`config.mk`:
```
export PLATFORM = sky130hd
export DESIGN_NAME = fifo_rd_arbiter
export DESIGN_NICKNAME = d
export VERILOG_FILES = /design/src/rtl/fifo_rd_arbiter.sv
export SDC_FILE = /design/constraint.sdc
export NUM_CORES = 1
export LEC_CHECK = 0
export CORE_UTILIZATION = 44
export CTS_BUF_LIST = sky130_fd_sc_hd__clkbuf_8
export DETAILED_ROUTE_END_ITERATION = 8
export GPL_TIMING_DRIVEN = 0
export PLACE_DENSITY = 0.87
export REMOVE_ABC_BUFFERS = 1
export SYNTH_ARGS = -nofsm -noshare
export SYNTH_HDL_FRONTEND = slang
export SYNTH_SLANG_ARGS = --single-unit
```
`constraint.sdc`:
```
create_clock -name clk -period 5.2 [get_ports clk]
set_input_delay 0.52 -clock clk [delete_from_list [all_inputs] [get_ports clk]]
set_output_delay 0.52 -clock clk [all_outputs]
set_load 0.02 [all_outputs]
```
`src/rtl/fifo_rd_arbiter.sv`:
```
// Round-robin arbiter that hands a shared FIFO read port to one requester at a
// time, delivering up to BURST_LEN words per grant.
module fifo_rd_arbiter #(
   parameter int unsigned NUM_REQ   = 4,
   parameter int unsigned DATA_BITS = 16,
   parameter int unsigned BURST_LEN = 8
) (
   input  logic                 clk,
   input  logic                 rst_n,
   input  logic [NUM_REQ-1:0]   req,
   input  logic [NUM_REQ-1:0]   cons_ready,
   input  logic                 fifo_valid,
   input  logic [DATA_BITS-1:0] fifo_data,
   output logic                 fifo_rd,
   output logic [NUM_REQ-1:0]   grant,
   output logic [DATA_BITS-1:0] out_data,
   output logic [NUM_REQ-1:0]   out_valid,
   output logic [NUM_REQ-1:0]   done,
   output logic                 busy
);

   localparam int unsigned IDX_W    = (NUM_REQ > 1) ? $clog2(NUM_REQ) : 1;
   localparam logic [0:0]  S_IDLE   = 1'b0;
   localparam logic [0:0]  S_BURST  = 1'b1;
   localparam logic [7:0]  LAST_CNT = 8'(BURST_LEN - 1);
   localparam logic [IDX_W-1:0] MAX_IDX = IDX_W'(NUM_REQ - 1);

   logic [0:0]         r_state;
   logic [0:0]         w_state_nxt;
   logic [NUM_REQ-1:0] r_grant;
   logic [NUM_REQ-1:0] w_grant_nxt;
   logic [IDX_W-1:0]   r_gidx;
   logic [IDX_W-1:0]   w_gidx_nxt;
   logic [IDX_W-1:0]   r_rr_ptr;
   logic [IDX_W-1:0]   w_rr_ptr_nxt;
   logic [7:0]         r_count;
   logic [7:0]         w_count_nxt;
   logic               w_xfer;
   logic               w_end;
   logic               w_found;
   logic [IDX_W-1:0]   w_pick;
   logic [31:0]        w_idx;

   // First set request searching upward from the round-robin pointer, with wrap.
   always_comb begin
      w_found = 1'b0;
      w_pick  = '0;
      w_idx   = '0;
      for (int unsigned i = 0; i < NUM_REQ; i++) begin
         w_idx = (32'(r_rr_ptr) + i) % NUM_REQ;
         if (!w_found && req[IDX_W'(w_idx)]) begin
            w_found = 1'b1;
            w_pick  = IDX_W'(w_idx);
         end
      end
   end

   // Next-state, grant bookkeeping and transfer qualification.
   always_comb begin
      w_state_nxt  = r_state;
      w_grant_nxt  = r_grant;
      w_gidx_nxt   = r_gidx;
      w_rr_ptr_nxt = r_rr_ptr;
      w_count_nxt  = r_count;
      w_xfer       = 1'b0;
      w_end        = 1'b0;
      case (r_state)
         S_IDLE: begin
            if (w_found) begin
               w_state_nxt = S_BURST;
               w_grant_nxt = NUM_REQ'(1) << w_pick;
               w_gidx_nxt  = w_pick;
               w_count_nxt = '0;
            end
         end
         S_BURST: begin
            // Dropping req ends the grant with no transfer in that cycle.
            w_xfer = fifo_valid & cons_ready[r_gidx] & req[r_gidx];
            w_end  = ~req[r_gidx] | (w_xfer & (r_count == LAST_CNT));
            if (w_xfer) begin
               w_count_nxt = r_count + 8'd1;
            end
            if (w_end) begin
               w_state_nxt  = S_IDLE;
               w_grant_nxt  = '0;
               w_rr_ptr_nxt = (r_gidx == MAX_IDX) ? '0 : r_gidx + IDX_W'(1);
            end
         end
         default: begin
            w_state_nxt = S_IDLE;
            w_grant_nxt = '0;
         end
      endcase
   end

   always_ff @(posedge clk or negedge rst_n) begin
      if (!rst_n) begin
         r_state  <= S_IDLE;
         r_grant  <= '0;
         r_gidx   <= '0;
         r_rr_ptr <= '0;
         r_count  <= '0;
      end else begin
         r_state  <= w_state_nxt;
         r_grant  <= w_grant_nxt;
         r_gidx   <= w_gidx_nxt;
         r_rr_ptr <= w_rr_ptr_nxt;
         r_count  <= w_count_nxt;
      end
   end

   // Pop/strobe/done follow the same-cycle FIFO handshake; reset forces IDLE so they drop at once.
   assign fifo_rd   = w_xfer;
   assign grant     = r_grant;
   assign out_data  = fifo_data;
   assign out_valid = w_xfer ? r_grant : '0;
   assign done      = w_end ? r_grant : '0;
   assign busy      = (r_state == S_BURST);

endmodule

```
# Yosys cells after proc, flatten, opt, wreduce, memory -nomap -nowiden
# Index checks and enable logic that the tools add are counted.
[classes] n_mul=0 n_eq_ne=5 n_bitwise=6 add_sub_neg=5 order_cmp=5 div_mod_pow=0 shift=1 n_mux=34 reduce_logical=10
[op_table] op="$mux W4" n=4
[op_table] op="$mux W8" n=2
[op_table] op="$pmux W8 S2" n=1
[op_table] op="$lt A2 B3 Y1 const B" n=5
[op_table] op="$mux W1" n=14
[op_table] op="$bmux W1 S2" n=6
[op_table] op="$mux W2" n=5
[op_table] op="$add A8 B1 Y8 const B" n=1
[op_table] op="$eq A8 B3 Y1 const B" n=1
[op_table] op="$pmux W4 S2" n=1
[op_table] op="$reduce_and A2 Y1" n=4
[op_table] op="$add A2 B1 Y2 const B" n=2
[op_table] op="$add A2 B2 Y2 const B" n=2
[op_table] op="$ne A2 B1 Y1 const B" n=2
[op_table] op="$shl A1 B2 Y4 const A" n=1
[op_table] op="$and A1 B1 Y1" n=3
[op_table] op="$logic_and A1 B1 Y1" n=3
[op_table] op="$logic_not A1 Y1" n=3
[op_table] op="$eq A2 B2 Y1 const B" n=1
[op_table] op="$ne A2 B2 Y1 const B" n=1
[op_table] op="$not A1 Y1" n=2
[op_table] op="$pmux W1 S2" n=1
[op_table] op="$or A1 B1 Y1" n=1
[totals] romBits=0 latch_bits=0 memories=0 output_inout_bits=30 ram_bits=0 word_cells=71 input_bits=27 register_bits=17

# Longest topological paths before layout
[depth] ltp_word=15 ltp_mapped=6 mapped_depth_nobuf=5

# Least setup slack after synthesis
# No wires, ideal clock.
[synth_timing] path_kind="input to output" start="input req[3]" end="output done[0]" path_slack_ns=3.102 cell_stages=5 n_path_buf=1 t_arrival_ns=1.578 required_time_ns=4.680 path_cell_list="mux4_2 > inv_2 > a32o_1 > buf_6 > and2_1"
[synth_between] elab_chain_cells=7 elab_cells_between_ends=8 classes_between="mux (4); bitwise (4)"
[synth_rtl] item="start, declared" line="10" source="input logic [NUM_REQ-1:0] req,"
[synth_rtl] item="$bmux W1 S2 (*)" line="78, 79"
[synth_rtl] item="$mux W1 (not written as such) (*)" line="78, 79"
[synth_rtl] item="$and A1 B1 Y1" line="78" source="w_xfer = fifo_valid & cons_ready[r_gidx] & req[r_gidx];"
[synth_rtl] item="$and A1 B1 Y1" line="79" source="w_end = ~req[r_gidx] | (w_xfer & (r_count == LAST_CNT));"
[synth_rtl] item="$or A1 B1 Y1 (*)" line="79"
[synth_rtl] item="$mux W1 (*)" line="67" source="case (r_state)"
[synth_rtl] item="$mux W4 (*)" line="117" source="assign done = w_end ? r_grant : '0;"
[synth_rtl] item="end, declared" line="18" source="output logic [NUM_REQ-1:0] done,"
# Every way passes the cells marked *; elsewhere a longest branch is shown, timed or not. The select of a mux whose other input is x is not followed.

# Worst setup path in the final report
[layout_timing] start="input fifo_valid" end="output done[3]"
[layout_between] elab_chain_cells=6
[layout_rtl] item="start, declared" line="12" source="input logic fifo_valid,"
[layout_rtl] item="$and A1 B1 Y1 (2 in series)" line="78"
[layout_rtl] item="$and A1 B1 Y1" line="79"
[layout_rtl] item="$or A1 B1 Y1" line="79"
[layout_rtl] item="$mux W1" line="67"
[layout_rtl] item="$mux W4" line="117"
# No other way between the ends.

==> flow_metrics.env <==
export IMPL_globalRoute_totalOverflow=0
export IMPL_clkLatencyLatePin_ps=260
export IMPL_ir_worst_vdd_v=0.000323
export IMPL_synth_most_common_cell="dfrtp_1"
export IMPL_setup_viol=0
export IMPL_start_kind="input port"
export IMPL_die_h_um=52.8
export IMPL_synth_simple_gate_area_share_pct=23.7
export IMPL_dr_pass1_iters=4
export IMPL_place_gp_congestion=0.745
export IMPL_end_kind="output port"
export IMPL_drc=0
export IMPL_period_minus_slack_ps=3670
export IMPL_crit_top_cell="clkdlybuf4s50_1"
export IMPL_p_leak_nw=0.600
export IMPL_worst_r2r_cell_count=4
export IMPL_ff2ff_setup_slack_ps=2810
export IMPL_synth_cell_types=30
export IMPL_seq_area_frac_synth_pct=37.5
export IMPL_synth_xor_xnor_area_share_pct=0
export IMPL_wl_met2_um=1260
export IMPL_clockBufferDepth=2
export IMPL_hpwl_um=1830
export IMPL_slew_viol_final=0
export IMPL_diodes=0
export IMPL_antenna_found_initial=0
export IMPL_reg2reg_from="r_gidx[0]"
export IMPL_synth_edff_count=0
export IMPL_num_io_pins=57
export IMPL_finalClockSkew_ps=5.92
export IMPL_totalWireLength_um=2590
export IMPL_postCtsSetupRepairBufs=0
export IMPL_drt_vias_per_instance=5.91
export IMPL_cts_clk_slew_worst_paths_ps=60
export IMPL_synthArstFlopShare_pct=100
export IMPL_ys_ff_latch=17
export IMPL_hp_class="reg2reg"
export IMPL_crit_slowest_cell="o22ai_1"
export IMPL_placed_cells=154
export IMPL_crit_type="in2out"
export IMPL_wl_met3_um=227
export IMPL_wl_per_cell_um=16.4
export IMPL_cts_root_buf="clkbuf_8"
export IMPL_coreArea_mm2=0.00245
export IMPL_syn_avg_cell_area_um2=9.38
export IMPL_port_buffers=24
export IMPL_synth_area_mm2=0.00113
export IMPL_synth_compound_area_share_pct=10.0
export IMPL_grt_pass1_vias=867
export IMPL_muxShareOfSynthArea_pct=13.1
export IMPL_slew_headroom_pct=39.8
export IMPL_num_vias=934
export IMPL_crit_fanout=13
export IMPL_crit_cells=6
export IMPL_p_per_area_mw_per_mm2=464
export IMPL_synth_ff_type="dfrtp_1"
export IMPL_path_delay_family="compound AO/OA/AOI/OAI gates"
export IMPL_crit_path_max_incr_delay_ps=700
export IMPL_cts_hold_buffers=0
export IMPL_cts_resized=0
export IMPL_grt_pass1_wl_um=3950
export IMPL_synthAdderAreaFrac_pct=2.21
export IMPL_crit_end="done[3]"
export IMPL_ys_warnings_count=0
export IMPL_fmax_mhz=273
export IMPL_finalCritPeriodShare_pct=70.5
export IMPL_grt_max_degree=23
export IMPL_crit_arrival_ps=3150
export IMPL_crit_path_start="fifo_valid"
export IMPL_htreeDepth=1
export IMPL_synth_top_family_by_area="simple AND/OR/NAND/NOR gates"
export IMPL_required_ps=4680
export IMPL_min_path_cells=1
export IMPL_r2r_end="r_rr_ptr[1]"
export IMPL_rsz0062_at_grt="false"
export IMPL_die_area_mm2=0.00279
export IMPL_synth_area_leader_cell="dfrtp_1"
export IMPL_status="finished, final reports clean"
export IMPL_finalHoldViolations=0
export IMPL_antenna_left=0
export IMPL_setup_tns_ps=0
export IMPL_syn_inst=121
export IMPL_top_layer="met4"
export IMPL_cp_cell_sequence="clkdlybuf4s50_1, nand3_1, o22ai_1, a32o_1, and2_1, clkdlybuf4s50_1"
export IMPL_cts_tree="built"
export IMPL_max_cap_violations=0
export IMPL_synthTopCellsByArea="dfrtp_1, buf_4, mux2i_1"
export IMPL_rows=18
export IMPL_synth_top_area_share_pct=37.5
export IMPL_die_w_um=52.8
export IMPL_layout_cells_non_filler=158
export IMPL_syn2layout_area_growth_pct=15.4
export IMPL_final_nets=158
export IMPL_drive_gt1_share_pct=6.25
export IMPL_crit_buf_inv=2
export IMPL_m1WireLength_um=1070
export IMPL_initialDrtViolationCount=23
export IMPL_grt_use_total_pct=19.8
export IMPL_numCtsBuffers=3
export IMPL_start_util_pct=46.2
export IMPL_synth_common_cells="dfrtp_1, buf_4, nand2_1, mux2i_1, and3_1"
export IMPL_clock_sinks=17
export IMPL_tightest_slew_ps=903
[worst min path at each step]
stage | start | endpoint | slack [ps]
after floorplan | rst_n | busy | 220
after global routing | r_count[5] | r_count[5] | 530
final | r_count[5] | r_count[5] | 500
after global placement | r_count[5] | r_count[5] | 480
after detailed placement | r_count[5] | r_count[5] | 490
after CTS | r_count[5] | r_count[5] | 500
[logic make-up after synthesis]
group / after synthesis
buf+inv: 22
mux: 13
compound gates: 15
flops: 17
fa+ha+maj: 2
simple gates: 52
[cell usage in the layout, fill, tap and decap left out]
cell type / n
a21oi_1: 1
mux4_2: 1
nor2b_1: 2
nand2_1: 16
o32ai_1: 5
a221o_1: 1
a221oi_1: 1
or4_1: 1
and2_1: 5
nand2b_1: 4
dfrtp_1: 17
o22ai_1: 1
clkdlybuf4s50_1: 24
o32a_1: 1
a32o_1: 1
clkinv_2: 1
o21ai_0: 4
nor3_1: 2
and3_1: 9
mux2_4: 1
nand3b_1: 1
mux2i_1: 10
nor2_1: 3
nor3b_1: 1
mux2_2: 1
inv_2: 1
ha_1: 2
nand3_1: 8
clkbuf_8: 3
[state kept, by name, summed over array words and instances, names as in the netlist]
signal / count
busy: 1
grant: 4
r_count: 8
r_gidx: 2
r_rr_ptr: 2
[where the power goes]
| part | switching (mW) | internal, mW |
|---|---|---|
| logic | 0.157 | 0.133 |
| registers | 0.0470 | 0.169 |
| clock network | 0.0480 | 0.0533 |
| total | 0.252 | 0.356 |
[metal layers]
layer,track usage [%],vias up
met2,31.9,44
met3,8.12,4
met5,7.14,-
met1,22.7,455
li1,-,431
met4,7.89,0
[area by class of cell]
cell class | count | area [µm²]
repair buffers | 24 | 240
flip-flops and latches | 17 | 425
fillers | 206 | 1140
clock buffers | 3 | 41.3
multi-input cells | 82 | 557
well taps | 30 | 37.5
inverters | 1 | 3.75
clock inverters | 1 | 5.00
[worst register-to-register path, delay by kind of cell (launching register included)]
kind,cells,cell delay (ps)
compound gates,2,1250
flops,1,460
mux,1,380
simple gates,1,190
[stage by stage]
step	cell area (µm²)	hold WS, ps	utilization, %	setup WS [ps]	power, mW
floorplan	986	224	-	2890	0.395
global placement	1260	477	51.5	1580	0.493
detailed placement	1260	491	51.5	1590	0.504
CTS	1310	500	53.4	1590	0.606
global route	1310	528	53.4	1400	0.643
finish	1310	496	53.4	1530	0.608
Power figures use the tool's default switching activity.
